===== config.mk =====
export PLATFORM = sky130hd
export DESIGN_NAME = i2c_master
export DESIGN_NICKNAME = d
export VERILOG_FILES = /design/src/rtl/i2c_master_pkg.sv /design/src/rtl/i2c_master_clkdiv.sv /design/src/rtl/i2c_master.sv
export SDC_FILE = /design/constraint.sdc
export NUM_CORES = 1
export LEC_CHECK = 0
export CORE_MARGIN = 2
export CORE_UTILIZATION = 55
export DETAILED_ROUTE_END_ITERATION = 8
export PLACE_DENSITY = 0.86
export SYNTH_ARGS = -nofsm -noshare
export SYNTH_HDL_FRONTEND = slang
export SYNTH_SLANG_ARGS = --single-unit

===== constraint.sdc =====
create_clock -name clk_i -period 3.27 [get_ports clk_i]
set_clock_uncertainty 0.2 [all_clocks]
set_input_delay 0.327 -clock clk_i [delete_from_list [all_inputs] [get_ports clk_i]]
set_output_delay 0.327 -clock clk_i [all_outputs]
set_load 0.02 [all_outputs]

===== src/rtl/i2c_master_pkg.sv =====
// Shared types and constants for the I2C master: command encoding, FSM states
// and the fixed byte width.
package i2c_master_pkg;

    localparam int I2C_DATA_WIDTH = 8;

    typedef enum logic [2:0] {
        CMD_START    = 3'd0,
        CMD_STOP     = 3'd1,
        CMD_WRITE    = 3'd2,
        CMD_READ_ACK = 3'd3,
        CMD_READ_NAK = 3'd4
    } i2c_cmd_t;

    typedef enum logic [2:0] {
        ST_IDLE,
        ST_START,
        ST_BIT,
        ST_ACK,
        ST_STOP,
        ST_HOLD
    } i2c_state_t;

    function automatic logic is_read(input i2c_cmd_t cmd);
        return (cmd == CMD_READ_ACK) || (cmd == CMD_READ_NAK);
    endfunction

endpackage


===== src/rtl/i2c_master_clkdiv.sv =====
// Quarter-period divider: pulses tick_o once every CLK_DIV enabled cycles,
// restarts from zero while disabled and freezes while hold_i is high.
module i2c_master_clkdiv #(
    parameter int CLK_DIV = 4
) (
    input  logic clk_i,
    input  logic rst_n_i,
    input  logic en_i,
    input  logic hold_i,
    output logic tick_o
);

    localparam int CNT_W = 10;
    localparam logic [CNT_W-1:0] CNT_LAST = CNT_W'(CLK_DIV - 1);

    logic [CNT_W-1:0] cnt_q;
    logic [CNT_W-1:0] cnt_d;

    // NOTE: every output of a combinational block gets a default first so no latch is inferred.
    always_comb begin
        cnt_d  = cnt_q;
        tick_o = 1'b0;
        if (!en_i) begin
            cnt_d = '0;
        end else if (!hold_i) begin
            if (cnt_q == CNT_LAST) begin
                cnt_d  = '0;
                tick_o = 1'b1;
            end else begin
                cnt_d = cnt_q + 1'b1;
            end
        end
    end

    // NOTE: state registers use non-blocking assignments so all flops update together.
    always_ff @(posedge clk_i) begin
        if (!rst_n_i) begin
            cnt_q <= '0;
        end else begin
            cnt_q <= cnt_d;
        end
    end

endmodule


===== src/rtl/i2c_master.sv =====
// Byte-level I2C master: START/STOP/WRITE/READ commands over an open-drain bus.
// Define I2C_MASTER_CLK_STRETCH_EN to honour slave clock stretching on scl_i.
module i2c_master
    import i2c_master_pkg::*;
#(
    parameter int CLK_DIV    = 4,
    parameter int DATA_WIDTH = I2C_DATA_WIDTH
) (
    input  logic                  clk_i,
    input  logic                  rst_n_i,
    input  logic                  cmd_valid_i,
    output logic                  cmd_ready_o,
    input  logic [2:0]            cmd_i,
    input  logic [DATA_WIDTH-1:0] wdata_i,
    output logic                  rsp_valid_o,
    output logic [DATA_WIDTH-1:0] rsp_data_o,
    output logic                  rsp_ack_o,
    input  logic                  scl_i,
    input  logic                  sda_i,
    output logic                  scl_oe_o,
    output logic                  sda_oe_o,
    output logic                  busy_o
);

    localparam int BCW = $clog2(DATA_WIDTH);
    localparam logic [BCW-1:0] BIT_LAST = BCW'(DATA_WIDTH - 1);

    i2c_state_t            state_q,     state_d;
    i2c_cmd_t              cmd_q,       cmd_d;
    logic [1:0]            quarter_q,   quarter_d;
    logic [BCW-1:0]        bit_cnt_q,   bit_cnt_d;
    logic [DATA_WIDTH-1:0] shift_q,     shift_d;
    logic                  busy_q,      busy_d;
    logic                  ack_smp_q,   ack_smp_d;
    logic                  nop_q,       nop_d;
    logic                  rsp_valid_q, rsp_valid_d;
    logic [DATA_WIDTH-1:0] rsp_data_q,  rsp_data_d;
    logic                  rsp_ack_q,   rsp_ack_d;
    logic                  scl_oe_q,    scl_oe_d;
    logic                  sda_oe_q,    sda_oe_d;

    logic     tick;
    logic     div_en;
    logic     stretch_hold;
    logic     accept;
    i2c_cmd_t cmd_in;

    assign cmd_in = i2c_cmd_t'(cmd_i);
    assign div_en = (state_q == ST_START) || (state_q == ST_BIT) ||
                    (state_q == ST_ACK)   || (state_q == ST_STOP);

`ifdef I2C_MASTER_CLK_STRETCH_EN
    // A released SCL that still reads low means the slave is stretching.
    assign stretch_hold = !scl_oe_q && !scl_i;
`else
    logic unused_scl;
    assign unused_scl   = scl_i;
    assign stretch_hold = 1'b0;
`endif

    i2c_master_clkdiv #(
        .CLK_DIV (CLK_DIV)
    ) u_clkdiv (
        .clk_i   (clk_i),
        .rst_n_i (rst_n_i),
        .en_i    (div_en),
        .hold_i  (stretch_hold),
        .tick_o  (tick)
    );

    assign cmd_ready_o = rst_n_i && ((state_q == ST_IDLE) || (state_q == ST_HOLD));
    assign accept      = cmd_valid_i && cmd_ready_o;

    always_comb begin
        state_d     = state_q;
        cmd_d       = cmd_q;
        quarter_d   = quarter_q;
        bit_cnt_d   = bit_cnt_q;
        shift_d     = shift_q;
        busy_d      = busy_q;
        ack_smp_d   = ack_smp_q;
        nop_d       = 1'b0;
        rsp_valid_d = 1'b0;
        rsp_data_d  = rsp_data_q;
        rsp_ack_d   = rsp_ack_q;

        // Commands that need an open bus but arrive while idle complete one cycle later.
        if (nop_q) begin
            rsp_valid_d = 1'b1;
            rsp_ack_d   = 1'b0;
        end

        case (state_q)
            ST_IDLE, ST_HOLD: begin
                if (accept) begin
                    cmd_d     = cmd_in;
                    quarter_d = 2'd0;
                    bit_cnt_d = '0;
                    case (cmd_in)
                        CMD_START: state_d = ST_START;
                        CMD_STOP: begin
                            if (busy_q) state_d = ST_STOP;
                            else        nop_d   = 1'b1;
                        end
                        CMD_WRITE, CMD_READ_ACK, CMD_READ_NAK: begin
                            if (busy_q) begin
                                state_d = ST_BIT;
                                shift_d = (cmd_in == CMD_WRITE) ? wdata_i : '0;
                            end else begin
                                nop_d = 1'b1;
                            end
                        end
                        default: nop_d = 1'b1;
                    endcase
                end
            end
            ST_START, ST_BIT, ST_ACK, ST_STOP: begin
                if (tick) begin
                    quarter_d = quarter_q + 1'b1;
                    if (quarter_q == 2'd1) begin
                        if (state_q == ST_BIT && is_read(cmd_q)) begin
                            shift_d = {shift_q[DATA_WIDTH-2:0], sda_i};
                        end
                        if (state_q == ST_ACK) begin
                            ack_smp_d = !sda_i;
                        end
                    end
                    if (quarter_q == 2'd3) begin
                        case (state_q)
                            ST_START: begin
                                state_d     = ST_HOLD;
                                busy_d      = 1'b1;
                                rsp_valid_d = 1'b1;
                                rsp_ack_d   = 1'b0;
                            end
                            ST_BIT: begin
                                if (cmd_q == CMD_WRITE) begin
                                    shift_d = {shift_q[DATA_WIDTH-2:0], 1'b0};
                                end
                                if (bit_cnt_q == BIT_LAST) begin
                                    state_d   = ST_ACK;
                                    bit_cnt_d = '0;
                                end else begin
                                    bit_cnt_d = bit_cnt_q + 1'b1;
                                end
                            end
                            ST_ACK: begin
                                state_d     = ST_HOLD;
                                rsp_valid_d = 1'b1;
                                rsp_ack_d   = (cmd_q == CMD_WRITE) && ack_smp_q;
                                if (is_read(cmd_q)) rsp_data_d = shift_q;
                            end
                            default: begin
                                state_d     = ST_IDLE;
                                busy_d      = 1'b0;
                                rsp_valid_d = 1'b1;
                                rsp_ack_d   = 1'b0;
                            end
                        endcase
                    end
                end
            end
            default: state_d = ST_IDLE;
        endcase
    end

    // Bus drive follows the upcoming state/quarter so line changes align with quarter edges.
    always_comb begin
        scl_oe_d = 1'b0;
        sda_oe_d = 1'b0;
        case (state_d)
            ST_HOLD: begin
                scl_oe_d = 1'b1;
                sda_oe_d = sda_oe_q;
            end
            ST_START: begin
                scl_oe_d = quarter_d[1];
                sda_oe_d = (quarter_d != 2'd0);
            end
            ST_BIT: begin
                scl_oe_d = (quarter_d == 2'd0) || (quarter_d == 2'd3);
                sda_oe_d = (cmd_d == CMD_WRITE) && !shift_d[DATA_WIDTH-1];
            end
            ST_ACK: begin
                scl_oe_d = (quarter_d == 2'd0) || (quarter_d == 2'd3);
                sda_oe_d = (cmd_d == CMD_READ_ACK);
            end
            ST_STOP: begin
                scl_oe_d = (quarter_d == 2'd0);
                sda_oe_d = !quarter_d[1];
            end
            default: begin
                scl_oe_d = 1'b0;
                sda_oe_d = 1'b0;
            end
        endcase
    end

    always_ff @(posedge clk_i) begin
        if (!rst_n_i) begin
            state_q     <= ST_IDLE;
            cmd_q       <= CMD_START;
            quarter_q   <= 2'd0;
            bit_cnt_q   <= '0;
            shift_q     <= '0;
            busy_q      <= 1'b0;
            ack_smp_q   <= 1'b0;
            nop_q       <= 1'b0;
            rsp_valid_q <= 1'b0;
            rsp_data_q  <= '0;
            rsp_ack_q   <= 1'b0;
            scl_oe_q    <= 1'b0;
            sda_oe_q    <= 1'b0;
        end else begin
            state_q     <= state_d;
            cmd_q       <= cmd_d;
            quarter_q   <= quarter_d;
            bit_cnt_q   <= bit_cnt_d;
            shift_q     <= shift_d;
            busy_q      <= busy_d;
            ack_smp_q   <= ack_smp_d;
            nop_q       <= nop_d;
            rsp_valid_q <= rsp_valid_d;
            rsp_data_q  <= rsp_data_d;
            rsp_ack_q   <= rsp_ack_d;
            scl_oe_q    <= scl_oe_d;
            sda_oe_q    <= sda_oe_d;
        end
    end

    assign rsp_valid_o = rsp_valid_q;
    assign rsp_data_o  = rsp_data_q;
    assign rsp_ack_o   = rsp_ack_q;
    assign scl_oe_o    = scl_oe_q;
    assign sda_oe_o    = sda_oe_q;
    assign busy_o      = busy_q;

endmodule


Word level (Yosys, flattened, before mapping)
Cells that the tools add are included.
- word-level logic and storage cells: 132
- flip-flop bits (word level): 44
- bits of input ports: 16
- $add $sub $neg: 3
- reduce and logical (&&, ||, !) cells: 33
- eq/ne operators: 30
- bitwise gates (word level): 3
- mux-type cells: 48
- operators with widths (cell ; number):
    $mux W8 ; 10
    $mux W3 ; 13
    $eq A3 B2 Y1 const B ; 10
    $eq A3 B3 Y1 const B ; 7
    $pmux W3 S2 ; 3
    $pmux W8 S2 ; 1
    $reduce_and A5 Y1 ; 3
    $mux W1 ; 12
    $add A10 B1 Y10 const B ; 1
    $eq A10 B2 Y1 const B ; 1
    $ne A2 B2 Y1 const B ; 5
    $eq A3 B1 Y1 const B ; 3
    $pmux W3 S3 ; 1
    $reduce_and A4 Y1 ; 2
    $reduce_or A2 Y1 ; 4
    $reduce_or A4 Y1 ; 2
    $logic_not A3 Y1 ; 2
    $logic_or A1 B1 Y1 ; 6
    $pmux W1 S2 ; 3
    $reduce_or A3 Y1 ; 2
    $logic_and A1 B1 Y1 ; 5
    $pmux W1 S5 ; 1
    $eq A2 B2 Y1 const B ; 2
    $mux W2 ; 2
    11 further kinds ; 16

Depth between registers and ports, before layout
- depth in word-level cells: 13
- gate-level depth with buffers: 11

Cells and area by module
Synthesis repeated with hierarchy kept, for this count alone.
- cell total of the unflattened synthesis: 273
- area, all modules: 2436.1 µm²
- by module, submodules not included (module ; cells an instance ; area an instance (µm²) ; instances):
    i2c_master ; 223 ; 1970.6 ; 1
    i2c_master_clkdiv ; 50 ; 465.4 ; 1

Worst setup path before layout
No wires, ideal clock.
- path kind: reg-to-reg
- from: register u_clkdiv.cnt_q[0]
- to: register sda_oe_q, in the netlist sda_oe_o
- library setup time: 86 ps
- slack: 927 ps
- clock period less this slack: 2343 ps
- path buffers: 0
- arrival time: 2057 ps
- stages on the path, launching flop included: 11
- cells stage by stage: dfxtp_1 > ha_1 > nor3b_1 > nand3_1 > or2_1 > o21ai_1 > inv_1 > ha_1 > nand2_1 > o211ai_1 > a221oi_2
- cells in the longest elaborated chain, start to end: 8
- elaborated cells on any way between the ends: 19
- classes of those cells: eq/ne (6); mux (9); reduce/logical (4)
- ends and longest elaborated chain (item ; line ; source):
    start: declaration ; i2c_master_clkdiv.sv:16 ; logic [CNT_W-1:0] cnt_q;
    start signal: assignment ; i2c_master_clkdiv.sv:40 ; cnt_q <= cnt_d;
    $eq A10 B2 Y1 (*) ; i2c_master_clkdiv.sv:26 ; if (cnt_q == CNT_LAST) begin
    $mux W1 (*) ; i2c_master_clkdiv.sv:26 ;
    $mux W1 (*) ; i2c_master_clkdiv.sv:23 ; if (!en_i) begin
    parallel branches: the longest is 5 deep, another holds $pmux W1 S5 ; n/a ;
    end signal: assignment ; i2c_master.sv:227 ; sda_oe_q <= sda_oe_d;
    end: declaration ; i2c_master.sv:40 ; logic sda_oe_q, sda_oe_d;
Every way passes the cells marked *. The select of a mux whose other input is x is not followed.
A chain may end at the register's enable or synchronous reset.

Worst setup path after layout
Ends and elaborated chain as after synthesis.

==> results.txt <==
Status: completed
H-tree Lvls: 2
Residual DRC: 0
Syn Nets: 286
Initial detailed-routing violation count: 212
FF+latch count, synth: 44
Sw frac: 0.232
Setup WS pre-CTS: 0.344 ns
Sw Pwr: 0.000273 W
WP data required: 3.29 ns
# rows: 23
Tmin final: 2.77 ns
DR WL/cell: 15.6 µm
Cell Area, Synth: 2310 µm²
Clock Power Share: 0.407
Pre-antenna DRT Iters: 4
Ys async rst share: 0
# clock sinks: 44
Slew at the pin with the worst max-slew slack: 0.597 ns
Cell count after synthesis: 264
YS warnings: 0
Startpoint Class: flop
Pin count of the biggest net entering global routing: 30
CTS tree: yes
Worst Hold Class: flop to flop
P_int: 0.000903 W
Setup-failing EPs final: 0
CP Capture Type: flop
Seq/Total Area, Yosys: 0.382
Fin crit share: 0.848
Post-synth EDFFs: 0
Skew-Pair Late Insertion Delay: 0.30 ns
Filler cell count in the final layout: 322
Fin nets: 312
Wire length of the first global-routing pass: 8.42 mm
Fin Setup TNS: 0 ns
Hold path depth: 1
Vert. Die Dim: 68.8 µm
Normalized max-slew margin: 0.602
Number of diodes: 0
Die area: 4730 µm²
Num CTS Buffers: 5
Max Slew Vio Count: 0
Max Cap Violations: 0
Starting density of the core: 0.572
Hold Fails Final Rpt: 0
Yosys cell types: 60
Unrepaired setup endpoints after global routing: no
CTS Root Cell: clkbuf_8
Share of cells above drive strength 1: 0.0724
Clk slew on worst S/H paths: 0.09 ns
I/O pins: 30
DR vias: 2071
Worst EP arrival: 2.79 ns
Die X-Extent: 68.8 µm
CP Max Fanout: 5
CP Class: flop to flop
Number of antenna-violating nets in the routed design: 0
Final WS setup: 0.497 ns
Ys flop type: dfxtp_1
Maximum vdd drop: 0.000289 V
Antenna violations before repair: 0
Mean Syn Cell Area: 8.73 µm²
Maximum root-to-sink buffer count: 2
Vias in the first global route: 1835
Post-CTS Setup Bufs: 0
Placer's final routability congestion estimate: 0.885
Core Area: 4030 µm²
Layout overhead on the synthesized area: 19.0%
GR Overflow Total: 0
R2r worst-path depth: 10
Leakage: 1.06 nW
F_max: 0.361 GHz
Pwr per Cell Area: 429 nW/µm²
# resized after CTS: 0
Total global-route track usage: 0.239
Vias per cell: 6.09
Input/output buffers: 28
# hold bufs at CTS: 0
Final wirelength: 5.29 mm
Dpl hpwl: 3.69 mm
Sequential power share: 0.481
Comb pwr share: 0.111
## cell usage after synthesis (3+ instances only)
cell / number / area, µm²
mux2i_1: 12 / 120
nand3_1: 12 / 60.1
xor2_1: 7 / 61.3
ha_1: 6 / 75.1
nor3b_1: 4 / 30.0
nand4_1: 3 / 18.8
buf_2: 3 / 15.0
and2_1: 6 / 37.5
clkbuf_1: 6 / 22.5
inv_1: 6 / 22.5
nor3_1: 5 / 25.0
nand2_1: 22 / 82.6
nor2_1: 47 / 176
dfxtp_1: 44 / 881
a21oi_1: 10 / 50.1
and3_1: 3 / 18.8
o21ai_1: 4 / 20.0
xnor2_1: 4 / 35.0
a221oi_1: 6 / 52.6
## worst max-delay path, cell delays in order, from the launching register on
cell	delay [ns]
dfxtp_1	0.37
ha_1	0.26
nor3b_1	0.42
nand3_1	0.20
or2_1	0.32
o21ai_1	0.21
inv_1	0.12
ha_1	0.21
nand2_1	0.06
o211ai_1	0.11
a221oi_2	0.22
## cell usage in the layout (no fill, tap or decap), types with 2 or more instances in the layout
cell type,n
inv_1,6
nor3_1,5
mux2i_1,12
a31oi_1,2
nor4_2,2
nor4bb_1,2
o21a_1,2
and3_1,3
nand4_1,3
bufinv_16,2
or2_1,2
a221oi_1,6
xnor2_1,4
a21oi_1,10
o21ai_1,4
nand2_1,22
dfxtp_1,44
nor3b_1,4
ha_1,6
buf_4,4
o21ai_0,2
a2bb2oi_1,2
xor2_1,7
clkdlybuf4s50_1,28
and2_1,6
nand2b_1,2
and2b_1,2
nand3_1,12
o211ai_1,2
clkbuf_8,5
and4_1,2
nor2_1,47
o311ai_1,2
## sequential cells by signal, summed over array words and instances (netlist names)
name and flops:
ack_smp_q 1, bit_cnt_q 3, busy_o 1, cmd_q 3
nop_q 1, quarter_q 2, rsp_ack_o 1, rsp_data_o 8
rsp_valid_o 1, scl_oe_o 1, sda_oe_o 1, shift_q 8
state_q 3, u_clkdiv.cnt_q 10
## area by class of cell
cell class	instances	area, µm²	share of cell area
clock buffer	5	68.8	0.0251
inverter	6	22.5	0.00821
timing repair buffer	32	310	0.113
sequential	44	881	0.321
multi-input combinational	201	1340	0.488
clock inverter	2	60.1	0.0219
tap	50	62.6	0.0228
## power by group through the flow
stage	Combinational (W)	Sequential, W	Clock, W
after detailed placement	0.000127	0.000578	0
after floorplan	0.0000896	0.000567	0
after global placement	0.000124	0.000577	0
after global routing	0.000141	0.000568	0.000504
after CTS	0.000129	0.000566	0.000484
final	0.000131	0.000566	0.000479
## per-stage QoR
stage / cell area (µm²) / hold slack (ns) / std cells / utilization / power, W
after detailed placement: 2620 / 0.247 / 333 / 0.649 / 0.000706
final: 2740 / 0.259 / 340 / 0.681 / 0.00118
after CTS: 2740 / 0.265 / 340 / 0.681 / 0.00118
after global placement: 2620 / 0.239 / 333 / 0.649 / 0.000702
after global routing: 2740 / 0.293 / 340 / 0.681 / 0.00121
after floorplan: 2310 / 0.226 / 264 / - / 0.000657
## layer usage
metal / track usage / vias up / routed length, µm
met5: 0 / - / 0
met2: 0.398 / 66 / 2540
met4: 0.0858 / 0 / 95
li1: - / 997 / -
met1: 0.303 / 994 / 2320
met3: 0.0552 / 14 / 339
## cell families after synthesis
group,after synthesis,share of synthesized area
adder cells (fa/ha/maj),6,0.0326
XOR/XNOR,12,0.0488
AO/OA/AOI/OAI,48,0.168
buffers and inverters,19,0.0374
multiplexers,12,0.0521
flip-flops,44,0.382
AND/OR/NAND/NOR,123,0.279
## worst paths after layout
path / from / end / slack (ns)
worst min register to register: u_clkdiv.cnt_q[0]$_SDFF_PP0_ / u_clkdiv.cnt_q[0]$_SDFF_PP0_ / 0.26
worst min-delay path: u_clkdiv.cnt_q[0]$_SDFF_PP0_ / u_clkdiv.cnt_q[0]$_SDFF_PP0_ / 0.26
worst max register to register: u_clkdiv.cnt_q[0]$_SDFF_PP0_ / sda_oe_o$_SDFFE_PN0P_ / 0.50
worst max-delay path: u_clkdiv.cnt_q[0]$_SDFF_PP0_ / sda_oe_o$_SDFFE_PN0P_ / 0.50
(Power assumes the default switching activity.)
